`src/rtl/i2c_pkg.sv`:
```
// Shared definitions for the I2C slave bit engine: FSM states, default
// address width and the TMP10x sensor address.
package i2c_pkg;

  localparam int ADDRESSLENGTH_DEFAULT = 7;
  localparam logic [6:0] TMP10X_ADDR = 7'h48;

  typedef enum logic [2:0] {
    IDLE,
    ADDR,
    ADDR_ACK,
    WR_BYTE,
    WR_ACK,
    RD_BYTE,
    RD_ACK,
    WAIT_STOP
  } state_t;

endpackage

```
`src/rtl/i2c_slave_bit_engine_if.sv`:
```
// Bus bundle between the bit engine, the raw I2C lines and the memory block.
interface i2c_slave_bit_engine_if #(
  parameter int ADDRESSLENGTH = i2c_pkg::ADDRESSLENGTH_DEFAULT
);
  logic                     scl;
  logic                     sda;
  logic                     sda_oe;
  logic [ADDRESSLENGTH-1:0] direction_buffer;
  logic                     rorw;
  logic [7:0]               input_buffer;
  logic                     enable;
  logic [7:0]               output_buffer;
  logic                     address_found;
  logic                     busy;

  modport slave (
    input  scl, sda, output_buffer, address_found,
    output sda_oe, direction_buffer, rorw, input_buffer, enable, busy
  );

  modport master (
    output scl, sda, output_buffer, address_found,
    input  sda_oe, direction_buffer, rorw, input_buffer, enable, busy
  );
endinterface

```
`src/rtl/i2c_line_sync.sv`:
```
// Two-flop synchronizer plus a history flop for one raw I2C line,
// providing the settled level and single-cycle rise/fall strobes.
module i2c_line_sync (
  input  logic clk,
  input  logic rst_n,
  input  logic line,
  output logic level,
  output logic rise,
  output logic fall
);

  logic meta;
  logic sync;
  logic hist;

  // Idle bus level is high, so everything resets to 1 to avoid phantom edges.
  always_ff @(posedge clk) begin
    if (!rst_n) begin
      meta <= 1'b1;
      sync <= 1'b1;
      hist <= 1'b1;
    end else begin
      meta <= line;
      sync <= meta;
      hist <= sync;
    end
  end

  assign level = sync;
  assign rise  = sync & ~hist;
  assign fall  = ~sync & hist;

endmodule

```
`src/rtl/i2c_slave_bit_engine.sv`:
```
// I2C slave bit engine: tracks START/STOP, shifts address and data bits,
// drives ACK/read data open-drain and handshakes bytes with a memory block.
module i2c_slave_bit_engine
  import i2c_pkg::*;
#(
  parameter int ADDRESSLENGTH = ADDRESSLENGTH_DEFAULT
) (
  input logic                   clk,
  input logic                   rst_n,
  i2c_slave_bit_engine_if.slave bus
);

  logic scl_lvl, scl_rise, scl_fall;
  logic sda_lvl, sda_rise, sda_fall;
  logic start, stop;
  logic [7:0] new_byte;

  state_t                   state, state_n;
  logic [3:0]               bitcnt, bitcnt_n;
  logic [7:0]               shifter, shifter_n;
  logic                     sda_oe_q, sda_oe_n;
  logic                     enable_q, enable_n;
  logic [ADDRESSLENGTH-1:0] dir_q, dir_n;
  logic                     rorw_q, rorw_n;
  logic [7:0]               inbuf_q, inbuf_n;
  logic                     busy_q, busy_n;
  logic                     load_pend, load_pend_n;
  logic                     wr_pend, wr_pend_n;

  i2c_line_sync u_scl_sync (.clk(clk), .rst_n(rst_n), .line(bus.scl),
                            .level(scl_lvl), .rise(scl_rise), .fall(scl_fall));
  i2c_line_sync u_sda_sync (.clk(clk), .rst_n(rst_n), .line(bus.sda),
                            .level(sda_lvl), .rise(sda_rise), .fall(sda_fall));

  assign start    = sda_fall & scl_lvl;
  assign stop     = sda_rise & scl_lvl;
  assign new_byte = {shifter[6:0], sda_lvl};

  always_ff @(posedge clk) begin
    if (!rst_n) begin
      state     <= IDLE;
      bitcnt    <= '0;
      shifter   <= '0;
      sda_oe_q  <= 1'b0;
      enable_q  <= 1'b0;
      dir_q     <= '0;
      rorw_q    <= 1'b0;
      inbuf_q   <= '0;
      busy_q    <= 1'b0;
      load_pend <= 1'b0;
      wr_pend   <= 1'b0;
    end else begin
      state     <= state_n;
      bitcnt    <= bitcnt_n;
      shifter   <= shifter_n;
      sda_oe_q  <= sda_oe_n;
      enable_q  <= enable_n;
      dir_q     <= dir_n;
      rorw_q    <= rorw_n;
      inbuf_q   <= inbuf_n;
      busy_q    <= busy_n;
      load_pend <= load_pend_n;
      wr_pend   <= wr_pend_n;
    end
  end

  // Memory answers a read Enable within one Clk, so the shifter reloads two
  // Clk after the pulse, well before the next SCL falling edge needs the MSB.
  always_comb begin
    state_n     = state;
    bitcnt_n    = bitcnt;
    shifter_n   = shifter;
    sda_oe_n    = sda_oe_q;
    enable_n    = 1'b0;
    dir_n       = dir_q;
    rorw_n      = rorw_q;
    inbuf_n     = inbuf_q;
    busy_n      = busy_q;
    load_pend_n = enable_q & ~rorw_q;
    wr_pend_n   = 1'b0;

    if (load_pend) shifter_n = bus.output_buffer;
    if (wr_pend)   enable_n  = 1'b1;

    if (start) begin
      state_n  = ADDR;
      bitcnt_n = '0;
      sda_oe_n = 1'b0;
      busy_n   = 1'b1;
    end else if (stop) begin
      state_n  = IDLE;
      bitcnt_n = '0;
      sda_oe_n = 1'b0;
      busy_n   = 1'b0;
    end else begin
      case (state)
        ADDR: begin
          if (scl_rise && bitcnt < 4'd8) begin
            shifter_n = new_byte;
            bitcnt_n  = bitcnt + 4'd1;
            if (bitcnt == 4'd7) begin
              dir_n  = ADDRESSLENGTH'(new_byte[7:1]);
              rorw_n = ~new_byte[0];
            end
          end else if (scl_fall && bitcnt == 4'd8) begin
            bitcnt_n = '0;
            if (bus.address_found) begin
              state_n  = ADDR_ACK;
              sda_oe_n = 1'b1;
              enable_n = ~rorw_q;
            end else begin
              state_n = WAIT_STOP;
            end
          end
        end
        ADDR_ACK: begin
          if (scl_fall) begin
            if (rorw_q) begin
              state_n  = WR_BYTE;
              sda_oe_n = 1'b0;
            end else begin
              state_n  = RD_BYTE;
              sda_oe_n = ~shifter[7];
            end
          end
        end
        WR_BYTE: begin
          if (scl_rise && bitcnt < 4'd8) begin
            shifter_n = new_byte;
            bitcnt_n  = bitcnt + 4'd1;
            if (bitcnt == 4'd7) begin
              inbuf_n   = new_byte;
              wr_pend_n = 1'b1;
            end
          end else if (scl_fall && bitcnt == 4'd8) begin
            state_n  = WR_ACK;
            sda_oe_n = 1'b1;
            bitcnt_n = '0;
          end
        end
        WR_ACK: begin
          if (scl_fall) begin
            state_n  = WR_BYTE;
            sda_oe_n = 1'b0;
          end
        end
        // A falling edge with bitcnt 0 follows a master ACK: drive the fresh MSB.
        RD_BYTE: begin
          if (scl_rise && bitcnt < 4'd8) begin
            bitcnt_n = bitcnt + 4'd1;
          end else if (scl_fall) begin
            if (bitcnt == 4'd0) begin
              sda_oe_n = ~shifter[7];
            end else if (bitcnt == 4'd8) begin
              sda_oe_n = 1'b0;
              state_n  = RD_ACK;
              bitcnt_n = '0;
            end else begin
              shifter_n = {shifter[6:0], 1'b0};
              sda_oe_n  = ~shifter[6];
            end
          end
        end
        RD_ACK: begin
          if (scl_rise) begin
            if (!sda_lvl) begin
              enable_n = 1'b1;
              state_n  = RD_BYTE;
            end else begin
              state_n = WAIT_STOP;
            end
          end
        end
        default: ;
      endcase
    end
  end

  assign bus.sda_oe           = sda_oe_q;
  assign bus.enable           = enable_q;
  assign bus.direction_buffer = dir_q;
  assign bus.rorw             = rorw_q;
  assign bus.input_buffer     = inbuf_q;
  assign bus.busy             = busy_q;

endmodule

```
`src/flat_wrapper.sv`:
```
// flat-port wrapper written by rule: the top's interface ports become plain ports
module i2c_slave_bit_engine_flat import i2c_pkg::*;
#(
  parameter int ADDRESSLENGTH = ADDRESSLENGTH_DEFAULT
)
  (clk, rst_n, bus_scl, bus_sda, bus_output_buffer, bus_address_found, bus_sda_oe, bus_direction_buffer, bus_rorw, bus_input_buffer, bus_enable, bus_busy);
  i2c_slave_bit_engine_if #(.ADDRESSLENGTH(ADDRESSLENGTH)) bus_i ();
  input logic clk;
  input logic rst_n;
  input wire logic [$bits(bus_i.scl)-1:0] bus_scl;
  input wire logic [$bits(bus_i.sda)-1:0] bus_sda;
  input wire logic [$bits(bus_i.output_buffer)-1:0] bus_output_buffer;
  input wire logic [$bits(bus_i.address_found)-1:0] bus_address_found;
  output wire logic [$bits(bus_i.sda_oe)-1:0] bus_sda_oe;
  output wire logic [$bits(bus_i.direction_buffer)-1:0] bus_direction_buffer;
  output wire logic [$bits(bus_i.rorw)-1:0] bus_rorw;
  output wire logic [$bits(bus_i.input_buffer)-1:0] bus_input_buffer;
  output wire logic [$bits(bus_i.enable)-1:0] bus_enable;
  output wire logic [$bits(bus_i.busy)-1:0] bus_busy;
  assign bus_i.scl = bus_scl;
  assign bus_i.sda = bus_sda;
  assign bus_i.output_buffer = bus_output_buffer;
  assign bus_i.address_found = bus_address_found;
  assign bus_sda_oe = bus_i.sda_oe;
  assign bus_direction_buffer = bus_i.direction_buffer;
  assign bus_rorw = bus_i.rorw;
  assign bus_input_buffer = bus_i.input_buffer;
  assign bus_enable = bus_i.enable;
  assign bus_busy = bus_i.busy;
  i2c_slave_bit_engine #(.ADDRESSLENGTH(ADDRESSLENGTH)) u_core (.clk(clk), .rst_n(rst_n), .bus(bus_i));
endmodule
```
`config.mk`:
```
export PLATFORM = sky130hd
export DESIGN_NAME = i2c_slave_bit_engine_flat
export DESIGN_NICKNAME = d
export VERILOG_FILES = /design/src/rtl/i2c_pkg.sv /design/src/rtl/i2c_slave_bit_engine_if.sv /design/src/rtl/i2c_line_sync.sv /design/src/rtl/i2c_slave_bit_engine.sv /design/src/flat_wrapper.sv
export SDC_FILE = /design/constraint.sdc
export NUM_CORES = 1
export LEC_CHECK = 0
export CORE_UTILIZATION = 40
export DETAILED_ROUTE_END_ITERATION = 7
export SLEW_MARGIN = 40
export SYNTH_ARGS = -nofsm -noshare
export SYNTH_HDL_FRONTEND = slang
export SYNTH_HIERARCHICAL = 1
export SYNTH_SLANG_ARGS = --single-unit
export TNS_END_PERCENT = 100
```
`constraint.sdc`:
```
create_clock -name clk -period 2.63 [get_ports clk]
set_input_delay 0.3945 -clock clk [delete_from_list [all_inputs] [get_ports clk]]
set_output_delay 0.3945 -clock clk [all_outputs]
set_load 0.05 [all_outputs]
```
After elaboration in Yosys (flattened, before gate mapping)
Index checks and enable logic that the tools add are counted.

Register bits after elaboration: 42. Output and inout bits: 19. Word-level logic and storage cells: 149.

$add $sub $neg: 1. Order comparisons: 1. Eq/ne operators: 35. Multiplexer cells: 58. Bitwise logic cells: 19. Reductions and logical operators: 17.

Operators by type and width (count): $mux 8 (8); $mux 3 (13); $ne 4x1->1 const B (7); $mux 1 (25); $mux 4 (6); $reduce_and 12->1 (2); $pmux 3 s6 (1); $ne 4x2->1 const B (4); $pmux 8 s2 (1); $reduce_and 5->1 (3); $ne 2x1->1 const B (7); $not 1->1 (12); $ne 2x2->1 const B (5); $reduce_and 10->1 (1); $eq 3x3->1 const B (3); $ne 3x1->1 const B (3); $pmux 4 s2 (1); $reduce_bool 8->1 (1); $and 1x1->1 (7); $eq 3x2->1 const B (2); $reduce_bool 6->1 (1); $pmux 1 s5 (1); $reduce_bool 5->1 (1); $reduce_or 5->1 (1); other kinds (13) (15).

Depth between registers and ports, before layout
Word-level depth: 8. Mapped depth: 7. Mapped depth without buffers: 7.

Modules after synthesis
The synthesis kept the hierarchy.

Modules (own cells, without submodules): i2c_slave_bit_engine (times used 1, cells an instance 216, area an instance 1888.1 sq um, seq. area each 720.7 sq um); i2c_line_sync (times used 2, cells an instance 8, area an instance 91.3 sq um, seq. area each 60.1 sq um).

Worst setup path before layout
No wires, ideal clock.

Kind: register to register. Start: register u_core.state[0]. End: register u_core.state[0]. Setup time: 0.115 ns. Arrival: 1.943 ns. Required time: 2.515 ns. Path slack: 0.572 ns. Cell stages (with the launch flop): 8. Path buffers: 1. Period minus slack after synthesis: 2.058 ns. Cells stage by stage: dfxtp_1 > ha_1 > buf_2 > nand2b_1 > a21oi_1 > or3_4 > or4_1 > and3_1.

Cells in the longest elaborated chain, start to end: 4.

Ends and longest elaborated chain: from (decl) (line i2c_slave_bit_engine.sv:18) `state_t state, state_n;`; from (signal assigned) (line i2c_slave_bit_engine.sv:53) `state <= state_n;`; $eq 3x3->1 (tied with other cells) (line i2c_slave_bit_engine.sv:96) `case (state)`; $pmux 3 s6 (line i2c_slave_bit_engine.sv:96); $mux 1 (line i2c_slave_bit_engine.sv:90) `end else if (stop) begin`; $mux 1 (line i2c_slave_bit_engine.sv:85) `if (start) begin`.

Several ways; a longest one is shown, not always the timed one. A chain may end at the register's enable or synchronous reset.

Worst setup path after layout
Start: register u_core.state[1]. End: register u_core.state[0].

Same word-level chain as after synthesis.

==> run summary <==
Drt total wl: 4.72 mm
Placer congestion estimate: 0.878
Via density: 5.24
Post-route clock skew: 0.00821 ns
Global-route wire length before repair: 8.00 mm
Highest metal used: met4
Width of the chip: 74.0 um
Max stage delay on crit path: 0.51 ns
Fraction of power spent switching nets: 0.339
H-tree Lvls: 2
Fin crit share: 0.907
Cell row count: 25
Worst min-delay path category: reg2reg
Slew Viols, Final: 0
RSZ-0062 raised after global routing: no
Clock latency on the worst-skew pair: 0.30 ns
Die outline area: 5470 um^2
Initial antenna violation count: 0
Endpoint of the lowest-slack register-to-register path: u_core/state[0]
Nature of the critical path startpoint: register
Net load switching power: 0.557 mW
Total length of routed met3 wires: 216 um
Deepest clock path buffer count: 2
Number of flops mapped to enable cells by yosys: 0
Multiplexer fraction of the synthesized cell area: 0.0870
Seq cells post-synth: 42
Most used flip-flop cell after synthesis: dfxtp_1
Cell Count, Final, Fillers Out: 334
Cell area after synthesis: 2070 um^2
CP max FO: 16
MaxCap Viol Count: 0
Required time at the endpoint of the critical path: 2.82 ns
Synth Area in Simple Gates: 0.236
Placed cells: 327
Fmax: 0.419 GHz
Remaining antenna violation count after routing: 0
Detailed-route via count: 1,750
Sinks on the clock net: 42
Reported leakage power: 0.950 nW
Max-Slew Margin vs Limit: 0.583
Sequential group share of total power: 0.428
Crit path cell chain: inv_1 > ha_1 > nand2_1 > a21oi_1 > or3_4 > or4_1 > and3_1
Share of async-settable or async-resettable flops after synthesis: 0
Final design area excluding fillers: 2550 um^2
Via count of the first global-routing pass: 1,636
Detailed-route wire length on metal 1: 2.20 mm
Setup slack of the worst register-to-register path: 0.25 ns
Final number of hold-violating endpoints: 0
Area of the core: 4850 um^2
All-layer global routing usage: 0.192
Power per standard cell area: 644 nW/um^2
CTS tree: built
Setup Viol. Count Final: 0
Synth Area in Compound Gates: 0.196
Detailed placer's ending HPWL: 3.35 mm
Xor and xnor area share after synthesis: 0.00423
Post-synthesis cell type count: 46
CP Data Arrival Time: 2.58 ns
Comb pwr share: 0.325
Worst hold stages: 1
GRT Residual Overflow: 0
Area share of fa/ha/maj cells after synthesis: 0.0363
Post-CTS setup buffer count: 0
Number of nets in the layout: 286
Gate count of the mapped netlist: 232
Tightest hold margin: 0.411 ns
Die Y-Extent: 74.0 um
Clock buffers created by TritonCTS: 5
Clock root cell: clkbuf_8
Part of the total power dissipated in the clock network: 0.248
1st-pass router iterations: 5
Final sum of negative setup slack: 0 ns
Port buffer count: 31
Transition time of the tightest slew-check pin: 0.610 ns
Syn Area/Cell: 8.93 um^2
Largest net degree at the start of global routing: 30
Commonest non-fill, non-tap cell in the layout: dfxtp_1
Met2 Wirelength: 2.25 mm
Cell family contributing the most delay on the critical path: simple AND/OR/NAND/NOR gates
Iteration-0 DRC count of the detailed router: 111
Status: finished, final reports clean
Reg2reg path depth: 7
Min Clock Period, post-route: 2.38 ns
Clock transition time at the flip-flop clock pins of the worst setup and hold paths: 0.08 ns
Capturing element type of the critical path: register
Placed cell areas: 2470 um^2
Register area share after synthesis: 0.406
Slowest CP cell: or4_1
I/O pin total: 32
Number of buffers inserted by hold repair at cts: 0
DRC viols: 0
Initial core utilization: 0.427
Hold EP: u_core/u_scl_sync/level
Number of diodes added for antenna fixing: 0
Area growth from synthesis to layout: 23.1%
Highest-count cells in the layout ignoring fill and taps: 42 x dfxtp_1, 31 x clkdlybuf4s50_1, 28 x nand2_1
Routed WL per cell: 14.1 um
Fraction of final layout cells sized beyond drive strength 1: 0.0599
Warnings from Yosys: 6
Post-Synthesis Net Count: 251
Maximum VDD drop: 0.000288 V
Start of the worst register-to-register path: u_core/state[1]
Resized cells post-CTS: 0
Largest family of logic cells by synthesized area: simple AND/OR/NAND/NOR gates
Internal Pwr Total: 1.08 mW
Beginning of the worst hold path: u_core/u_scl_sync/meta
Critical Setup Path Class: reg2reg
Critical path buffer and inverter count: 1
## per-layer routing
layer  GRT usage  vias up
li1            -      892
met5           0        -
met1       0.253      803
met4      0.0577        0
met2       0.314       49
met3      0.0447        6
## state kept, by name, summed over array words and instances (netlist names)
name and count:
u_core/bus.input_buffer 8, u_core/shifter 8, u_core/bus.direction_buffer 7, u_core/bitcnt 4, u_core/state 3, u_core/bus.busy 1, u_core/bus.enable 1, u_core/bus.rorw 1
u_core/bus.sda_oe 1, u_core/load_pend 1, u_core/u_scl_sync/hist 1, u_core/u_scl_sync/level 1, u_core/u_scl_sync/meta 1, u_core/u_sda_sync/hist 1, u_core/u_sda_sync/level 1, u_core/u_sda_sync/meta 1
u_core/wr_pend 1
## synth_stat cells (4+ instances only)
cell,n,area share
o21ai_0,8,0.019
ha_1,6,0.036
nor2b_1,14,0.042
clkbuf_1,5,0.0091
dfxtp_1,42,0.41
a21boi_0,10,0.036
o2bb2ai_1,7,0.030
nand2_1,28,0.051
nand2b_1,13,0.039
a21oi_1,7,0.017
nor2_1,12,0.022
and3_1,4,0.012
mux2i_1,18,0.087
nand3_1,5,0.012
inv_1,10,0.018
## cells by family after synthesis
logic type / after synthesis
fa+ha+maj: 6
simple gates: 92
buf+inv: 18
flops: 42
xor+xnor: 1
mux: 18
compound gates: 55
## layout make-up
class	instances	area [um^2]
clock buffer	6	72.6
sequential	42	841
tap	67	83.8
inverter	10	37.5
timing repair buffer	36	348
clock inverter	1	7.51
multi-input combinational	172	1160
fill	461	2300
## power by group through the flow
stage / Clock [mW] / Combinational, mW / Sequential, mW
floorplan: 0 / 0.388 / 0.729
global placement: 0 / 0.531 / 0.717
detailed placement: 0 / 0.531 / 0.718
CTS: 0.415 / 0.531 / 0.702
global route: 0.443 / 0.587 / 0.709
finish: 0.406 / 0.533 / 0.702
## through the flow
stage               total power, mW  setup WS, ns   util
finish                         1.64         0.246  0.526
global route                   1.74        0.0946  0.526
CTS                            1.65         0.241  0.526
detailed placement             1.25         0.252  0.509
global placement               1.25         0.284  0.509
floorplan                      1.12         0.572      -
## worst max path at each step
stage	slack (ns)	end	startpoint	cells after the start
global placement	0.28	u_core/bus.sda_oe	u_core/state[0]	6
finish	0.25	u_core/state[0]	u_core/state[1]	7
floorplan	0.57	u_core/state[0]	u_core/state[0]	7
CTS	0.24	u_core/bus.sda_oe	u_core/state[1]	7
detailed placement	0.25	u_core/state[0]	u_core/state[1]	7
global route	0.09	u_core/state[0]	u_core/state[1]	7
Power figures use the tool's default switching activity.
